==> src/rtl/ula_controle.sv <==
`timescale 1ns/1ps
// Command-stream front end for an external ULA: parses header/A/B packets, drives the
// operands, waits ULA_LAT edges, captures the result and holds it until accepted downstream.
module ula_controle #(
  parameter int unsigned ULA_LAT = 1
) (
  input  logic       clk,
  input  logic       rst,
  input  logic [7:0] in_dado,
  input  logic       in_valido,
  output logic       in_pronto,
  output logic [7:0] ula_a,
  output logic [7:0] ula_b,
  output logic [2:0] ula_opcode,
  input  logic [7:0] ula_s,
  output logic [7:0] res_dado,
  output logic       res_valido,
  input  logic       res_pronto,
  output logic       erro,
  output logic [7:0] contador
);

  typedef enum logic [2:0] {
    OCIOSO,
    LE_A,
    LE_B,
    EXEC,
    RESULTADO
  } estado_t;

  localparam logic [2:0] OP_NOT  = 3'b101;
  localparam logic [2:0] LAT_INI = 3'(ULA_LAT);

  estado_t    estado_q, estado_d;
  logic [2:0] op_pend_q, op_pend_d;
  logic [7:0] a_pend_q, a_pend_d;
  logic [7:0] ula_a_q, ula_a_d;
  logic [7:0] ula_b_q, ula_b_d;
  logic [2:0] ula_op_q, ula_op_d;
  logic [2:0] cnt_q, cnt_d;
  logic [7:0] res_q, res_d;
  logic       erro_q, erro_d;
  logic [7:0] cont_q, cont_d;

  // Header opcode and operand A are held in pending registers so the ULA inputs only
  // change once the whole packet has arrived.
  always_comb begin
    estado_d   = estado_q;
    op_pend_d  = op_pend_q;
    a_pend_d   = a_pend_q;
    ula_a_d    = ula_a_q;
    ula_b_d    = ula_b_q;
    ula_op_d   = ula_op_q;
    cnt_d      = cnt_q;
    res_d      = res_q;
    erro_d     = erro_q;
    cont_d     = cont_q;
    in_pronto  = 1'b0;
    res_valido = 1'b0;

    case (estado_q)
      OCIOSO: begin
        in_pronto = 1'b1;
        if (in_valido) begin
          if (in_dado[7:3] == 5'd0) begin
            op_pend_d = in_dado[2:0];
            estado_d  = LE_A;
          end else begin
            erro_d = 1'b1;
          end
        end
      end

      LE_A: begin
        in_pronto = 1'b1;
        if (in_valido) begin
          if (op_pend_q == OP_NOT) begin
            ula_a_d  = in_dado;
            ula_b_d  = 8'h00;
            ula_op_d = op_pend_q;
            cnt_d    = LAT_INI;
            estado_d = EXEC;
          end else begin
            a_pend_d = in_dado;
            estado_d = LE_B;
          end
        end
      end

      LE_B: begin
        in_pronto = 1'b1;
        if (in_valido) begin
          ula_a_d  = a_pend_q;
          ula_b_d  = in_dado;
          ula_op_d = op_pend_q;
          cnt_d    = LAT_INI;
          estado_d = EXEC;
        end
      end

      EXEC: begin
        if (cnt_q == 3'd0) begin
          res_d    = ula_s;
          estado_d = RESULTADO;
        end else begin
          cnt_d = cnt_q - 3'd1;
        end
      end

      RESULTADO: begin
        res_valido = 1'b1;
        if (res_pronto) begin
          cont_d   = cont_q + 8'd1;
          estado_d = OCIOSO;
        end
      end

      default: estado_d = OCIOSO;
    endcase
  end

  always_ff @(posedge clk) begin
    if (rst) begin
      estado_q  <= OCIOSO;
      op_pend_q <= 3'b000;
      a_pend_q  <= 8'h00;
      ula_a_q   <= 8'h00;
      ula_b_q   <= 8'h00;
      ula_op_q  <= 3'b000;
      cnt_q     <= 3'd0;
      res_q     <= 8'h00;
      erro_q    <= 1'b0;
      cont_q    <= 8'h00;
    end else begin
      estado_q  <= estado_d;
      op_pend_q <= op_pend_d;
      a_pend_q  <= a_pend_d;
      ula_a_q   <= ula_a_d;
      ula_b_q   <= ula_b_d;
      ula_op_q  <= ula_op_d;
      cnt_q     <= cnt_d;
      res_q     <= res_d;
      erro_q    <= erro_d;
      cont_q    <= cont_d;
    end
  end

  assign ula_a      = ula_a_q;
  assign ula_b      = ula_b_q;
  assign ula_opcode = ula_op_q;
  assign res_dado   = res_q;
  assign erro       = erro_q;
  assign contador   = cont_q;

endmodule

==> config.mk <==
export PLATFORM = sky130hd
export DESIGN_NAME = ula_controle
export DESIGN_NICKNAME = d
export VERILOG_FILES = /design/src/rtl/ula_controle.sv
export SDC_FILE = /design/constraint.sdc
export NUM_CORES = 1
export LEC_CHECK = 0
export CAP_MARGIN = 20
export CORE_AREA = 2 2 79 81
export CTS_BUF_LIST = sky130_fd_sc_hd__clkbuf_4 sky130_fd_sc_hd__clkbuf_8
export DETAILED_ROUTE_END_ITERATION = 10
export DIE_AREA = 0 0 81 83
export PLACE_DENSITY = 0.73
export SKIP_CTS_REPAIR_TIMING = 1
export SYNTH_ARGS = -nofsm -noshare
export SYNTH_HDL_FRONTEND = slang
export SYNTH_SLANG_ARGS = --single-unit
==> constraint.sdc <==
create_clock -name clk -period 1.6 [get_ports clk]
set_input_delay 0.32 -clock clk [delete_from_list [all_inputs] [get_ports clk]]
set_output_delay 0.32 -clock clk [all_outputs]
set_load 0.05 [all_outputs]
Yosys cells after proc, flatten, opt, wreduce, memory -nomap -nowiden
Cells that the tools add are included.
{"block": "op_classes", "add_sub_neg": 2, "multipliers": 0, "n_div": 0, "n_lt_le_gt_ge": 0, "eq_ne": 13, "n_shift": 0, "mux": 27, "bitwise_logic": 2, "n_reduce_logical": 14}
{"op": "two-way mux 8 bit", "n": 6}
{"op": "two-way mux 3 bit", "n": 13}
{"op": "case mux 8 bit (2 select lines)", "n": 2}
{"op": "!= test 2 bit (second input constant)", "n": 8}
{"op": "case mux 3 bit (5 select lines)", "n": 1}
{"op": "case mux 3 bit (3 select lines)", "n": 1}
{"op": "AND reduction 3 bit", "n": 3}
{"op": "adder 8 x 1 -> 8 bit (second input constant)", "n": 1}
{"op": "== test 3 x 2 -> 1 bit (second input constant)", "n": 2}
{"op": "== test 3 bit (second input constant)", "n": 2}
{"op": "logical NOT 3 bit", "n": 2}
{"op": "case mux 3 bit (2 select lines)", "n": 1}
{"op": "AND reduction 6 bit", "n": 1}
{"op": "logical NOT 5 bit", "n": 1}
{"op": "AND reduction 5 bit", "n": 1}
{"op": "AND reduction 2 bit", "n": 2}
{"op": "AND reduction 4 bit", "n": 1}
{"op": "== test 3 x 1 -> 1 bit (second input constant)", "n": 1}
{"op": "two-way mux 1 bit", "n": 3}
{"op": "nonzero test 3 bit", "n": 1}
{"op": "OR reduction 3 bit", "n": 1}
{"op": "subtractor 3 x 1 -> 3 bit (second input constant)", "n": 1}
{"op": "NOT 1 bit", "n": 2}
{"op": "nonzero test 2 bit", "n": 1}
{"block": "totals", "register_bits": 53, "latch_bits": 0, "ramBits": 0, "romBits": 0, "input_bits": 20, "out_inout_bits": 38, "elab_cells": 68, "mem_count": 0}

Logic depth before layout (Yosys ltp)
Gate-level depths: netlist of the first run.
{"block": "logic_depth", "ltp_word": 4, "ltp_mapped": 6, "mapped_depth_nobuf": 6}

Worst setup path before layout of the first run
OpenSTA, ideal clock, no wires.
{"block": "synth_timing", "path_type": "reg2out", "start": "reg estado_q[1]", "end": "out in_pronto", "arrival_time_ps": 1275, "required_ps": 1280, "setup_slack_ps": 5, "path_stages_with_launch": 3, "path_buffers": 1, "cell_sequence": "dfxtp_1 buf_2 a21oi_1"}
{"block": "synth_via", "elab_chain_cells": 3, "elab_cells_between_ends": 5, "classes_between": "2 x eq/ne; 1 x mux; 2 x reduce/logical"}
{"item": "start, declared", "line_no": "34", "source": "estado_t estado_q, estado_d;"}
{"item": "start signal, assigned", "line_no": "135", "source": "estado_q <= estado_d;"}
{"item": "== test 3 x 2 -> 1 bit (tied with other cells)", "line_no": "61", "source": "case (estado_q)"}
{"item": "OR reduction 3 bit (no line) (*)"}
{"item": "two-way mux 1 bit (*)", "line_no": "61"}
{"item": "end, declared", "line_no": "11", "source": "output logic in_pronto,"}
Every way passes the cells marked *; elsewhere a longest branch is shown, timed or not.

Final worst setup path of the first run
{"block": "layout_timing", "start": "reg estado_q[2]", "end": "out res_valido"}
{"block": "layout_via", "elab_chain_cells": 2}
{"item": "== test 3 bit", "line_no": "61"}
{"item": "two-way mux 1 bit", "line_no": "61"}
{"item": "end, declared", "line_no": "17", "source": "output logic res_valido,"}
No other way between the ends.

==> results of run 1 <==
[worst min path at each step]
stage / endpoint
2_1_floorplan: cnt_q[2]
3_3_place_gp: res_dado[5]
3_5_place_dp: erro
4_1_cts: contador[7]
5_1_grt: contador[0]
6_report: contador[0]
[sequential cells by signal, indices dropped and copies added, names as in the netlist]
| name | flops |
|---|---|
| ula_b | 8 |
| ula_a | 8 |
| cnt_q | 3 |
| erro | 1 |
| a_pend_q | 8 |
| op_pend_q | 3 |
| contador | 8 |
| res_dado | 8 |
| ula_opcode | 3 |
| estado_q | 3 |
[area by class of cell]
class	instances	area, µm²
well taps	75	93.8
flip-flops and latches	53	1060
inverters	6	25.0
repair buffers	95	908
fillers	513	2370
clock inverters	2	38.8
clock buffers	6	76.3
multi-input cells	183	1240
[logic make-up after synthesis]
group                    synth area share [%]
AND/OR/NAND/NOR                          24.5
flip-flops                               46.3
AO/OA/AOI/OAI                            11.5
buffers and inverters                    4.64
multiplexers                             9.61
XOR/XNOR                                 1.91
adder cells (fa/ha/maj)                  1.64
[stage by stage]
stage	setup TNS, ns	util, %	total power (µW)	setup slack (ns)	hold WS (ns)
final	-0.287	59.3	2460	-0.122	0.377
after detailed placement	-14.21	53.2	1540	-0.490	0.447
after CTS	-3.80	55.2	2470	-0.255	0.374
after global routing	-0.826	59.3	2550	-0.163	0.392
after global placement	-13.14	53.2	1540	-0.436	0.444
after floorplan	0	-	1430	0.00491	0.452
[cell usage after synthesis, types with 2 or more instances]
library cell,count,area [µm²]
a21oi_1,23,115
a221oi_1,8,70.1
a31oi_1,3,18.8
buf_2,6,30.0
clkbuf_1,8,30.0
dfxtp_1,53,1060
ha_1,3,37.5
inv_1,6,22.5
mux2i_1,22,220
nand2_1,35,131
nand2b_1,3,18.8
nand3_1,11,55.1
nand4_1,2,12.5
nand4b_1,2,17.5
nor2_1,32,120
nor2b_1,3,18.8
nor3_1,3,15.0
nor4_1,2,12.5
o21ai_0,4,20.0
or3_1,3,18.8
or3b_1,2,17.5
or4_1,2,15.0
xnor2_1,3,26.3
xor2_1,2,17.5
[metal layers]
metal	vias to the layer above	global-route usage, %	share of wire, %
met5	-	0	0
met4	0	6.47	1.7
met3	10	3.70	3.2
met2	38	27.9	50
met1	1055	24.7	45
li1	1073	-	-
[worst max-delay path: cells and delay by family, from the launching register on]
family                 cells  cell delay (ns)
buffers and inverters      3             0.31
AND/OR/NAND/NOR            1             0.41
flip-flops                 1             0.36
[cells in the final DEF, fill, tap and decap left out, drive strengths merged, types with 4 or more instances in the layout]
cell type and n:
buf 76, dfxtp 53, nand2 36, nor2 32
a21oi 23, mux2i 22, clkdlybuf4s50 14, nand3 11
a221oi 8, clkbuf 7, inv 6, dlymetal6s2s 4
o21ai 4
[report_power, final]
part           switching (µW)  total, µW  leakage, µW  internal (µW)
combinational            96.6        194     0.000930           97.3
clock                     453        940    0.0000588            487
sequential               5.04       1330     0.000429           1320
total                     554       2460      0.00142           1910
==> flow_metrics.tcl, run 1 <==
set metrics [dict create \
    routed_wirelength_um 6180 \
    placed_area_um2 3090 \
    vdd_drop_max_v 0.000344 \
    synth_nets 282 \
    finalSetupViolations 12 \
    syn_to_final_growth_pct 50.3 \
    crit_end "res_valido" \
    first_iter_violations 135 \
    min_from "rst" \
    place.gp.congestion 0.789 \
    violations "setup timing" \
    cp-start-kind "register" \
    cts_made_buffers 5 \
    synth_edf_count 0 \
    die-area_um2 6720 \
    tightest_slew_ns 0.348 \
    cts.clk_slew.worst_paths_ns 0.09 \
    clkSinkCount 53 \
    finalWorstSetupSlack_ns -0.122 \
    maxSlewViolCount 0 \
    synth_flop_cell "dfxtp_1" \
    ioPinCount 58 \
    core_area_um2 5820 \
    finalHoldViolations 0 \
    cap_violations 0 \
    finalCritPeriodShare_pct 108 \
    vias 2176 \
    dr.pass1.iters 6 \
    synth_seq_cells 53 \
    hold_class "in2reg" \
    diodes 0 \
    die_h_um 83 \
    grt_pass1_vias 1997 \
    design_area_um2 3450 \
    gr-total-overflow 0 \
    grt_start_max_net_pins 41 \
    fp-row-count 28 \
    ant_nets 0 \
    syn_area_um2 2290 \
    crit_fanout 5 \
    end_kind "output port" \
    holdPathStages 2 \
    crit_slowest_cell "or3b_4" \
    r2r_slack_ns -0.02 \
    startpoint "estado_q[2]" \
    crit_type "reg2out" \
    r2r-start "estado_q[2]" \
    p_per_area_nw_per_um2 715 \
    clock.fmax_mhz 581 \
    initial_core_util_pct 39.4 \
    die_w_um 81 \
    syn_inst 259 \
    layout.cells.non_filler 420 \
    io_buffers 57 \
    r2r-end "a_pend_q[6]" \
    cts_tree "yes" \
    drcViolationCount 0 \
    worstPathRequired_ns 1.28 \
    rsz0062_at_grt "true" \
    clk_path_buf_depth 2 \
    drive_above_1_share_pct 34.5 \
    grt.total_usage_pct 18.1 \
    yosysWarnings 0 \
    fin_skew_ns 0.00908 \
    r2r_cells 5 \
    via_per_inst 5.18 \
    ys_seq_area_share_pct 46.3 \
    min_period_ns 1.72 \
    clock_latency_ns 0.31 \
    grt_pass1_wl_um 9600 \
    hpwl_um 4100 \
    antenna_found_initial 0 \
    relSlewSlack_pct 76.6 \
    synthArstFlopShare_pct 0 \
    cp.arrival_ns 1.40 \
    status "finished with violations" \
    dpl.cell_count 400 \
    wl_per_cell_um 14.7 \
    synth.distinct_cells 42 \
    crit_chain "buf_6 > or3b_4 > inv_4 > buf_12" \
    p_leak_uw 0.00142 \
    fin_nets 367 \
    cts_root_buf "clkbuf_8" \
    cpPeakStageDelay_ns 0.41 \
    avgSynthCellArea_um2 8.85 \
    h-tree-depth 2 \
]
Note: power is estimated with default switching activity, not from simulation.
==> inputs of run 2 (changes only) <==
--- a/config.mk
+++ b/config.mk
@@ -10,7 +10,7 @@
 export CTS_BUF_LIST = sky130_fd_sc_hd__clkbuf_4 sky130_fd_sc_hd__clkbuf_8
 export DETAILED_ROUTE_END_ITERATION = 10
 export DIE_AREA = 0 0 81 83
-export PLACE_DENSITY = 0.73
+export DONT_BUFFER_PORTS = 1
 export SKIP_CTS_REPAIR_TIMING = 1
 export SYNTH_ARGS = -nofsm -noshare
 export SYNTH_HDL_FRONTEND = slang
==> constraint.sdc (replaced) <==
create_clock -name clk -period 1.45 [get_ports clk]
set_input_delay 0.29 -clock clk [delete_from_list [all_inputs] [get_ports clk]]
set_output_delay 0.29 -clock clk [all_outputs]
set_load 0.05 [all_outputs]
==> flow_metrics.tcl, run 2 (same netlist as run 1, synthesis figures left out) <==
set metrics [dict create \
    status "finished with violations" \
    violations "setup timing" \
    initial_core_util_pct 39.4 \
    wl_per_cell_um 15.5 \
    die_h_um 83 \
    grt_pass1_vias 1864 \
    tightest_slew_ns 0.556 \
    die-area_um2 6720 \
    gr-total-overflow 0 \
    finalCritPeriodShare_pct 117 \
    switchingPower_uw 510 \
    routed_wirelength_um 5770 \
    p_comb_share_pct 3.7 \
    syn_to_final_growth_pct 37.3 \
    core_area_um2 5820 \
    rsz0062_at_grt "true" \
    grt.total_usage_pct 15.9 \
    end_kind "output port" \
    grt_pass1_wl_um 8620 \
    clock_latency_ns 0.30 \
    ant_nets 0 \
    p_per_area_nw_per_um2 742 \
    dr.pass1.iters 4 \
    grt_start_max_net_pins 57 \
    crit_type "reg2out" \
    h-tree-depth 2 \
    io_buffers 0 \
    cp.arrival_ns 1.41 \
    finalHoldViolations 0 \
    min_period_ns 1.70 \
    cts.clk_slew.worst_paths_ns 0.09 \
    diodes 0 \
    total_power_uw 2330 \
    cts_tree "yes" \
    hpwl_um 3730 \
    via_per_inst 5.30 \
    place_ws_ns -0.153 \
    p_sw_share_pct 21.8 \
    maxSlewViolCount 0 \
    fill_cells 536 \
    hold_class "in2reg" \
    layout.cells.non_filler 373 \
    p_leak_uw 0.00118 \
    clock.fmax_mhz 587 \
    fin_util_pct 54.1 \
    finalWorstSetupSlack_ns -0.254 \
    antenna_found_initial 0 \
    r2r_slack_ns -0.17 \
    cap_violations 0 \
    fin_nets 322 \
    first_iter_violations 113 \
    relSlewSlack_pct 62.9 \
    cts_root_buf "clkbuf_8" \
    die_w_um 81 \
    crit_fanout 6 \
    cp-start-kind "register" \
    finalSetupViolations 31 \
    clock_power_share_pct 33.1 \
    layout_common_cells "dfxtp_1, buf_4, nand2_1" \
    worstPathRequired_ns 1.16 \
    vias 1978 \
    place.gp.congestion 0.807 \
    fin_skew_ns 0.00318 \
    final_common_cell "dfxtp_1" \
    drcViolationCount 0 \
    clk_path_buf_depth 2 \
    p_int_uw 1820 \
    hold_slack_ns 0.0471 \
    clkSinkCount 53 \
    vdd_drop_max_v 0.000458 \
    drive_above_1_share_pct 39.3 \
    fp-row-count 28 \
    p_seq_share_pct 63.2 \
    dpl.cell_count 358 \
    ioPinCount 58 \
    cts_made_buffers 5 \
]
-- run 2: cell count changes in the layout (fill, tap and decap cells not counted), moves of 5 or more --
cell             before  now
dfxtp_2               3    8
dfxtp_1              50   45
buf_6                 4    9
buf_4                59   36
nand3_1              11    2
a21oi_2               0    8
a21oi_1              23   14
nand3_2               0    5
buf_12               10    1
clkdlybuf4s50_1      14    0
-- run 2: routing by layer --
| metal | track usage (%) | vias to the layer above | wire length [µm] |
|---|---|---|---|
| li1 | - | 974 | - |
| met1 | 19.0 | 945 | 2400 |
| met2 | 28.2 | 52 | 2990 |
| met3 | 4.02 | 7 | 327 |
| met4 | 3.24 | 0 | 51 |
| met5 | 0 | - | 0 |
-- run 2: power groups by stage --
stage	Combinational (µW)	Clock (µW)	Sequential [µW]
3_5_place_dp	67.2	0	1510
4_1_cts	67.6	806	1480
5_1_grt	93.3	861	1480
2_1_floorplan	62.9	0	1510
6_report	86.6	772	1480
3_3_place_gp	66.8	0	1510
-- run 2: path summary, 6_finish.rpt --
kind	startpoint	to	cells after the start
max	estado_q[1]	res_valido	3
min	rst	contador[1]	1
max reg2reg	estado_q[2]	a_pend_q[0]	5
min reg2reg	ula_b[7]	ula_b[7]	2
-- run 2: through the flow --
stage | TNS (ns) | cell area, µm²
finish | -2.53 | 3150
global route | -4.19 | 3150
CTS | -4.13 | 2760
detailed placement | -3.09 | 2690
global placement | -2.48 | 2690
floorplan | -1.35 | 2360
-- run 2: critical path: stages (launching register included) --
cell,delay (ns)
dfxtp_2,0.34
buf_8,0.13
or3b_4,0.43
clkinvlp_4,0.22
-- run 2: final cells by class --
class	count	area (µm²)	share of cell area, %
clock inverter	1	5.00	0.159
inverter	6	26.3	0.835
tap	75	93.8	2.98
timing repair buffer	50	462	14.7
multi-input combinational	183	1420	45.1
sequential	53	1070	34.0
clock buffer	5	68.8	2.19
==> inputs of run 3 (changes only) <==
==> constraint.sdc (replaced) <==
create_clock -name clk -period 1.5 [get_ports clk]
set_input_delay 0.3 -clock clk [delete_from_list [all_inputs] [get_ports clk]]
set_output_delay 0.3 -clock clk [all_outputs]
set_load 0.05 [all_outputs]
==> flow_metrics.tcl, run 3 (same netlist as run 1, synthesis figures left out) <==
set metrics [dict create \
    grt_pass1_wl_um 8550 \
    die-area_um2 6720 \
    maxSlewViolCount 0 \
    ant_nets 0 \
    total_power_uw 2480 \
    clk_path_buf_depth 2 \
    hold_class "in2reg" \
    hpwl_um 3560 \
    drcViolationCount 0 \
    grt_start_max_net_pins 57 \
    core_area_um2 5820 \
    finalHoldViolations 0 \
    cts_tree "yes" \
    syn_to_final_growth_pct 32.5 \
    crit_end "res_valido" \
    grt_pass1_vias 1784 \
    r2r_slack_ns -0.10 \
    diodes 0 \
    crit_type "reg2out" \
    violations "setup timing" \
    min_period_ns 1.67 \
    worstPathRequired_ns 1.20 \
    cts_root_buf "clkbuf_8" \
    fin_nets 318 \
    dr.pass1.iters 4 \
    fp-row-count 28 \
    rsz0062_at_grt "true" \
    r2r_cells 5 \
    r2r-start "estado_q[2]" \
    io_buffers 0 \
    cp.arrival_ns 1.37 \
    p_leak_uw 0.00113 \
    die_h_um 83 \
    grt.total_usage_pct 15.8 \
    tightest_slew_ns 0.536 \
    wl_per_cell_um 14.5 \
    status "finished with violations" \
    finalCritPeriodShare_pct 111 \
    h-tree-depth 2 \
    fill_cells 545 \
    initial_core_util_pct 39.4 \
    antenna_found_initial 0 \
    vdd_drop_max_v 0.000534 \
    p_per_area_nw_per_um2 816 \
    first_iter_violations 111 \
    startpoint "estado_q[1]" \
    via_per_inst 5.10 \
    finalWorstSetupSlack_ns -0.169 \
    gr-total-overflow 0 \
    die_w_um 81 \
    relSlewSlack_pct 64.2 \
    finalSetupViolations 14 \
    end_kind "output port" \
    cp-start-kind "register" \
    drive_above_1_share_pct 32.8 \
    cts_made_buffers 5 \
    cap_violations 0 \
    crit_fanout 4 \
    routed_wirelength_um 5380 \
    vias 1893 \
    holdPathStages 1 \
    final_common_cell "dfxtp_1" \
    ioPinCount 58 \
    clkSinkCount 53 \
    clock.fmax_mhz 599 \
    place.gp.congestion 0.776 \
    cts.clk_slew.worst_paths_ns 0.09 \
    r2r-end "a_pend_q[5]" \
    layout_common_cells "dfxtp_1, nand2_1, buf_4" \
    clock_latency_ns 0.31 \
    fin_skew_ns 0.0124 \
    tns_ns -0.806 \
]
## run 3: how the worst min path moves through the flow
stage | from | endpoint
3_3_place_gp | rst | contador[0]
5_1_grt | rst | cnt_q[0]
3_5_place_dp | rst | contador[1]
4_1_cts | rst | ula_b[1]
6_report | rst | cnt_q[0]
2_1_floorplan | ula_s[0] | res_dado[0]
## run 3: through the flow
stage | hold WS, ns | worst slack [ns] | instances | utilization, % | instance area, µm²
detailed placement | 0.373 | -0.0925 | 354 | 44.9 | 2610
CTS | 0.0422 | -0.329 | 362 | 46.9 | 2730
finish | 0.0480 | -0.169 | 371 | 52.2 | 3040
global placement | 0.369 | -0.0723 | 354 | 44.9 | 2610
floorplan | 0.436 | -0.0751 | 259 | - | 2310
global route | 0.0302 | -0.224 | 371 | 52.2 | 3040
## run 3: worst max-delay path: stages (launching register included)
cell and delay, ns:
dfxtp_2 0.33, buf_6 0.12, or3b_4 0.41, clkinvlp_4 0.21
## run 3: final cells by class
| type | count | area, µm² | share of cell area (%) |
|---|---|---|---|
| flip-flops and latches | 53 | 1070 | 35.3 |
| clock inverters | 3 | 43.8 | 1.44 |
| multi-input cells | 183 | 1320 | 43.3 |
| inverters | 6 | 26.3 | 0.865 |
| clock buffers | 5 | 68.8 | 2.27 |
| well taps | 75 | 93.8 | 3.09 |
| repair buffers | 46 | 415 | 13.7 |
## run 3: metal layers
layer / up-vias / share of wire, % / global-route usage, %
met2: 54 / 46 / 23.3
met4: 0 / 0.71 / 4.16
met5: - / 0 / 0
li1: 974 / - / -
met1: 860 / 46 / 21.5
met3: 5 / 7.4 / 6.30
## run 3: power by group
part / switching (µW) / internal (µW) / leakage (µW)
combinational: 37.5 / 42.3 / 0.000638
clock: 470 / 501 / 0.0000585
sequential: 15.9 / 1410 / 0.000431
total: 524 / 1950 / 0.00113
